### src/rtl/char_buf_scroll_engine.sv
// char_buf_scroll_engine: arbitrates SRAM port 2 between the VGA reader and a clear/scroll engine
module char_buf_scroll_engine #(
    parameter int WORDS_PER_ROW = 20,
    parameter int ROWS = 60,
    parameter int ADDR_WIDTH = 11
) (
    input  logic                  clk,
    input  logic                  reset,
    input  logic [1:0]            ctrl_address,
    input  logic                  ctrl_chipselect,
    input  logic                  ctrl_read,
    input  logic                  ctrl_write,
    input  logic [31:0]           ctrl_writedata,
    output logic [31:0]           ctrl_readdata,
    output logic                  irq,
    input  logic [ADDR_WIDTH-1:0] vid_address,
    input  logic                  vid_read,
    output logic [31:0]           vid_readdata,
    output logic                  vid_readdatavalid,
    output logic [ADDR_WIDTH-1:0] address2,
    output logic                  chipselect2,
    output logic                  write2,
    output logic [31:0]           writedata2,
    output logic [3:0]            byteenable2,
    output logic                  clken2,
    input  logic [31:0]           readdata2
);
    typedef enum logic [2:0] {IDLE, CLR, SCR_RD, SCR_CAP, SCR_WR, SCR_FILL, FIN} state_t;
    localparam logic [ADDR_WIDTH-1:0] LAST = ADDR_WIDTH'(ROWS * WORDS_PER_ROW - 1);
    localparam logic [ADDR_WIDTH-1:0] COPY_LAST = ADDR_WIDTH'((ROWS - 1) * WORDS_PER_ROW - 1);
    localparam logic [ADDR_WIDTH-1:0] ROW = ADDR_WIDTH'(WORDS_PER_ROW);
    state_t state;
    logic [ADDR_WIDTH-1:0] ptr;
    logic [31:0] hold, fill_word;
    logic [7:0] fill_char;
    logic done, irq_en, busy, grant, eng_wr, eng_req, wr_en, rd_en, unused_bits;
    always_comb begin
        busy = state != IDLE;
        grant = !vid_read;
        eng_wr = state == CLR || state == SCR_WR || state == SCR_FILL;
        // engine access is suppressed during reset so an aborted run leaves the next word untouched
        eng_req = !reset && (eng_wr || state == SCR_RD);
        wr_en = ctrl_chipselect && ctrl_write;
        rd_en = ctrl_chipselect && ctrl_read;
    end
    assign address2 = vid_read ? vid_address : state == SCR_RD ? ptr + ROW : ptr;
    assign chipselect2 = vid_read || eng_req;
    assign write2 = grant && eng_req && eng_wr;
    assign writedata2 = state == SCR_WR ? hold : fill_word;
    assign byteenable2 = 4'hF;
    assign clken2 = 1'b1;
    assign vid_readdata = readdata2;
    assign irq = done && irq_en;
    assign unused_bits = ^ctrl_writedata[31:8];
    always_ff @(posedge clk) begin
        if (reset) begin
            state <= IDLE;
            ptr <= '0;
            hold <= '0;
            fill_word <= '0;
            fill_char <= 8'h20;
            done <= 1'b0;
            irq_en <= 1'b0;
            ctrl_readdata <= '0;
            vid_readdatavalid <= 1'b0;
        end else begin
            vid_readdatavalid <= vid_read;
            if (rd_en)
                ctrl_readdata <= ctrl_address == 2'd1 ? {30'b0, done, busy} :
                                 ctrl_address == 2'd2 ? {24'b0, fill_char} :
                                 ctrl_address == 2'd3 ? {31'b0, irq_en} : 32'b0;
            if (wr_en && ctrl_address == 2'd2) fill_char <= ctrl_writedata[7:0];
            if (wr_en && ctrl_address == 2'd3) irq_en <= ctrl_writedata[0];
            if (wr_en && ctrl_address == 2'd1 && ctrl_writedata[1]) done <= 1'b0;
            if (state == FIN) done <= 1'b1;
            // the word read last cycle belongs to the engine even if video owns this cycle
            if (state == SCR_CAP) hold <= readdata2;
            case (state)
                IDLE:
                    if (wr_en && ctrl_address == 2'd0 && ctrl_writedata[1:0] != 2'b00) begin
                        ptr <= '0;
                        fill_word <= {4{fill_char}};
                        state <= ctrl_writedata[0] ? CLR : SCR_RD;
                    end
                CLR, SCR_FILL:
                    if (grant) begin
                        ptr <= ptr + 1'b1;
                        if (ptr == LAST) state <= FIN;
                    end
                SCR_RD: if (grant) state <= SCR_CAP;
                SCR_CAP: state <= SCR_WR;
                SCR_WR:
                    if (grant) begin
                        ptr <= ptr + 1'b1;
                        state <= ptr == COPY_LAST ? SCR_FILL : SCR_RD;
                    end
                FIN: state <= IDLE;
                default: state <= IDLE;
            endcase
        end
    end
endmodule

### config.mk
export PLATFORM = sky130hd
export DESIGN_NAME = char_buf_scroll_engine
export DESIGN_NICKNAME = d
export VERILOG_FILES = /design/src/rtl/char_buf_scroll_engine.sv
export SDC_FILE = /design/constraint.sdc
export NUM_CORES = 1
export LEC_CHECK = 0
export CORE_MARGIN = 2
export CORE_UTILIZATION = 25
export DETAILED_ROUTE_END_ITERATION = 16
export GPL_ROUTABILITY_DRIVEN = 0
export PLACE_DENSITY = 0.54
export SLEW_MARGIN = 20
export SYNTH_ARGS = -nofsm -noshare
export SYNTH_HDL_FRONTEND = slang
export SYNTH_SLANG_ARGS = --single-unit
### constraint.sdc
create_clock -name clk -period 1.5 [get_ports clk]
set_clock_uncertainty 0.15 [all_clocks]
set_input_delay 0.225 -clock clk [delete_from_list [all_inputs] [get_ports clk]]
set_output_delay 0.225 -clock clk [all_outputs]
set_load 0.01 [all_outputs]
## Word level (Yosys, flattened, before mapping)

Cells that the tools add are included.

- Input port bits: 83
- Word-level logic and storage cells: 76
- Bits in registers: 121

- Multiplexer cells: 19
- Equal/unequal tests: 17
- Reduce and logical (&&, ||, !) cells: 29
- $add $sub $neg: 2

Operators by type and width:

| kind | count |
|---|---|
| $mux W11 | 4 |
| $mux W32 | 1 |
| $eq A11 B11 Y1 const B | 2 |
| $pmux W11 S2 | 1 |
| $mux W3 | 6 |
| $mux W8 | 2 |
| $pmux W3 S5 | 1 |
| $logic_and A1 B1 Y1 | 12 |
| $ne A2 B2 Y1 const B | 6 |
| $add A11 B1 Y11 const B | 1 |
| $add A11 B5 Y11 const B | 1 |
| $eq A3 B3 Y1 const B | 3 |
| $eq A3 B2 Y1 const B | 2 |
| $reduce_bool A2 Y1 | 3 |
| $reduce_and A5 Y1 | 1 |
| $eq A2 B2 Y1 const B | 2 |
| $logic_or A1 B1 Y1 | 4 |
| $eq A3 B1 Y1 const B | 1 |
| $logic_not A3 Y1 | 1 |
| $mux W1 | 3 |
| $reduce_and A3 Y1 | 1 |
| $reduce_bool A3 Y1 | 1 |
| $reduce_or A3 Y1 | 1 |
| $eq A2 B1 Y1 const B | 1 |
| 5 further kinds | 6 |

## Depth between registers and ports, before layout

Gate-level depths: netlist of the first run.

- Depth after elaboration: 7
- Depth in mapped cells: 7

## Worst setup path after synthesis of the first run

No wires, ideal clock.

- Path type: register to output
- Start: register state[2]
- End: output port address2[9]
- Slack: -0.310 ns
- Buffers on the path: 1
- Stages on the path, launching flop included: 6
- Data arrival time: 1.435 ns
- Cell sequence: dfxtp_1 or3b_1 buf_6 nor4_4 xnor2_1 o21ai_1

- Cells in the longest elaborated chain, start to end: 3

Ends and longest elaborated chain:

| item | line | source |
|---|---|---|
| start: declaration | 32 | `state_t state;` |
| start signal: assignment | 83 | `state <= ctrl_writedata[0] ? CLR : SCR_RD;` |
| start signal: assignment | 95 | `state <= ptr == COPY_LAST ? SCR_FILL : SCR_RD;` |
| $eq A3 B2 Y1 | 46 | `assign address2 = vid_read ? vid_address : state == SCR_RD ? ptr + ROW : ptr;` |
| $mux W11 (2 in a row) | 46 |  |
| end: declaration | 20 | `output logic [ADDR_WIDTH-1:0] address2,` |

No other way between the ends.

## Final worst setup path of the first run

- Start: register state[1]
- End: output port address2[9]

The elaborated chain is that of the path after synthesis.

==> metrics, run 1 <==
status=complete, but fails checks; failing checks=negative setup slack; wire length per cell=14.7 um; leak pwr=3.46 nW; dominant cell type by area after synthesis=dfxtp_1; Post-Syn Instances=535; Levels on crit path=6; clk slew on worst S/H paths=60 ps; die width=133 um; met2 Use GR=0.269; clock power share=0.412; nets=863; Least-Margin Pin Slew=639 ps; GR Layer Usage met3=0.0337; critical path capture point=address2[9]; drt drc=0; via count=4542; R2R Path Start=state[0]; dominant synthesized flop cell=dfxtp_1; clk sinks=73; clk_lat worst skew=340 ps; WP data arrival=1790 ps; pin count of the biggest net entering global routing=52; Synth Warn #=0; Min-Delay Path Class=in -> reg; Post-synth EDFFs=0; Area growth, synth to finish=78.9%; Crit Path Max Fanout=4; beginning of the critical path=state[1]; dpl ws=-734 ps; P_int=4.38 mW; final worst slack=-664 ps; max incr delay on CP=440 ps; startpoint types=flop; core box area=0.0164 mm^2; min Tclk post-route=2160 ps; setup TNS=-33550 ps; sequential-to-total area share from yosys stat=0.351; switching share of total power=0.271; Reg power frac=0.336; hold slack=185 ps; Remaining Overflow, GRT=0; All-Layer GR Usage=0.159; CTS Buf Count=9; Clock Path Buffers=2; port buffer count=145; synth unique cells=58; DIE AREA=0.0177 mm^2; async set or reset register ratio after synthesis=0; routing usage on met1=0.198; share of cells above drive strength 1=0.401; drt first pass iters=4; Post-CTS Hold Buffers=0; initial antenna violation count=0; H-tree Lvls=3; CP delay by family, top=simple AND/OR/NAND/NOR gates; Synth area leaders=dfxtp_1 35%, buf_4 11%, nand2_1 8.8%; Crit-path slowest cell=or3b_4; switching power=1.63 mW; clk root buf=clkbuf_16; placed cell area=0.00629 mm^2; Pwr per Cell Area=807 mW/mm^2; vias in the first global route=4339; Initial Utilization=0.254; fin crit share=1.44; synthesized area per cell=7.78 um^2; 1st-iter DRT viols=140; I/O pin total=199; #FFs+latches synth=73; n_diodes=0; post-layout util=0.454; CTS tree=yes; RR Endpoint=ptr[2]; num rows=47; busiest grt layer=met2; CP endpoint kind=output pin; crit-path cells=or3b_4, buf_6, nor4_4, xnor2_1, o21ai_1, buf_2; VDD IR max=0.561 mV; antenna viol nets, final=0; DIE HEIGHT=133 um; Slew HR=0.574; dpl hpwl=9670 um; RSZ-0062 raised after global routing=yes; share of the synthesized area in the top cell type=0.351; setup slack, reg-to-reg=-450 ps; CP Class=reg -> out; fmax=462 MHz; FF-to-FF path depth=9; Worst Path Buf+Inv=2; combinational share of power=0.252; first-pass GRT wire length=22400 um; Setup-failing EPs final=100; Final Hold Viols=0; Final Max Tran Viols=0; vias per cell=4.54; WL final=14700 um; maxcap violations=0; Final Cell Area=0.00744 mm^2; CP required=1120 ps; mapped cell area=0.00416 mm^2
## per-layer routing
metal	vias to the layer above	part of all wire	wire [um]
met5	-	0	0
met4	0	0.016	237
met3	17	0.044	641
met2	126	0.50	7330
met1	2155	0.44	6520
li1	2244	-	-
## cells by family after synthesis
family | synth area share
compound gates | 0.213
xor+xnor | 0.0168
fa+ha+maj | 0.0150
buf+inv | 0.153
flops | 0.351
mux | 0.0274
other cells | 0.00181
simple gates | 0.222
## cells in the final DEF, fill, tap and decap left out, types with 4 or more instances in the layout
master / count
nor3_4: 4
nand2_1: 89
buf_8: 4
dfxtp_2: 5
nor2_4: 7
buf_2: 31
clkbuf_16: 11
o21ai_0: 4
or2_2: 4
nand3_1: 8
xnor2_1: 8
buf_12: 5
a31oi_1: 4
nand2_2: 9
a21oi_1: 35
buf_4: 111
inv_1: 5
a21oi_2: 16
o21ai_2: 4
nor4_4: 4
buf_6: 46
mux2i_1: 8
nor2b_4: 8
a22oi_1: 6
o21ai_1: 10
a21o_1: 32
or3_1: 4
dlygate4sd2_1: 43
nand4_1: 4
conb_1: 29
dfxtp_1: 65
nor3_1: 4
clkdlybuf4s50_1: 54
nor2_1: 23
## cells in the mapped netlist (6+ instances only)
library cell  count
a21o_1           32
a21oi_1          52
a22oi_1           6
buf_2             8
buf_4            62
clkbuf_1         25
dfxtp_1          73
mux2i_1           8
nand2_1          98
nand3_1           9
nor2_1           32
nor2b_1          12
nor3_1            9
o21ai_0          14
xnor2_1           8
## what timing repair did
action                     in CTS  in global routing
gates cloned                    4                  3
pin swaps                      39                 47
setup endpoints to repair     149                117
setup buffers                  25                 17
gates resized for setup       308                 92
## state kept, by name (all words and copies together) (netlist names)
name / count
hold: 32
ptr: 11
ctrl_readdata: 8
fill_char: 8
fill_word: 8
state: 3
done: 1
irq_en: 1
vid_readdatavalid: 1
## worst reg2reg max path: stages (launching register included)
cell	delay [ps]
dfxtp_2	320
buf_6	120
buf_12	130
buf_8	130
nor4_4	130
buf_4	190
a21oi_4	50
buf_6	140
or4_4	420
a21boi_2	120
## final cells by class
cell class | count | area [um^2]
fillers | 1607 | 8960
repair buffers | 300 | 2680
multi-input cells | 386 | 2650
flip-flops and latches | 73 | 1480
well taps | 220 | 275
clock buffers | 11 | 233
clock inverters | 5 | 104
inverters | 5 | 18.8
## through the flow
| step | power (mW) | std cells |
|---|---|---|
| after CTS | 5.81 | 985 |
| final | 6.01 | 1000 |
| after global placement | 3.23 | 941 |
| after floorplan | 2.70 | 562 |
| after detailed placement | 3.25 | 941 |
| after global routing | 6.26 | 1000 |
## power groups by stage
stage	Clock [mW]	Combinational (mW)	Sequential, mW
floorplan	0	0.638	2.06
global placement	0	1.17	2.06
detailed placement	0	1.19	2.06
CTS	2.54	1.24	2.02
global route	2.63	1.61	2.03
finish	2.48	1.52	2.02
## worst min path at each step
stage	depth (start not counted)	slack, ps	endpoint	start
6_report	3	180	done	reset
4_1_cts	3	160	done	reset
5_1_grt	3	190	done	reset
3_3_place_gp	2	290	hold[23]	hold[23]
2_1_floorplan	2	200	fill_char[5]	ctrl_writedata[5]
3_5_place_dp	2	300	hold[20]	hold[20]
(Power assumes the default switching activity.)
==> run 2: changes to the inputs <==
--- a/config.mk
+++ b/config.mk
@@ -10,7 +10,7 @@
 export DETAILED_ROUTE_END_ITERATION = 16
 export GPL_ROUTABILITY_DRIVEN = 0
 export PLACE_DENSITY = 0.54
-export SLEW_MARGIN = 20
+export SLEW_MARGIN = 0
 export SYNTH_ARGS = -nofsm -noshare
 export SYNTH_HDL_FRONTEND = slang
 export SYNTH_SLANG_ARGS = --single-unit
==> results of run 2 <==
The final DEF is identical to that of run 1; final timing and power are the same.
==> run 3: changes to the inputs <==
--- a/config.mk
+++ b/config.mk
@@ -7,8 +7,8 @@
 export LEC_CHECK = 0
 export CORE_MARGIN = 2
 export CORE_UTILIZATION = 25
+export CTS_CLUSTER_DIAMETER = 40
 export DETAILED_ROUTE_END_ITERATION = 16
-export GPL_ROUTABILITY_DRIVEN = 0
 export PLACE_DENSITY = 0.54
 export SLEW_MARGIN = 0
 export SYNTH_ARGS = -nofsm -noshare
==> results of run 3 <==
The final DEF is identical to that of run 1; final timing and power are the same.
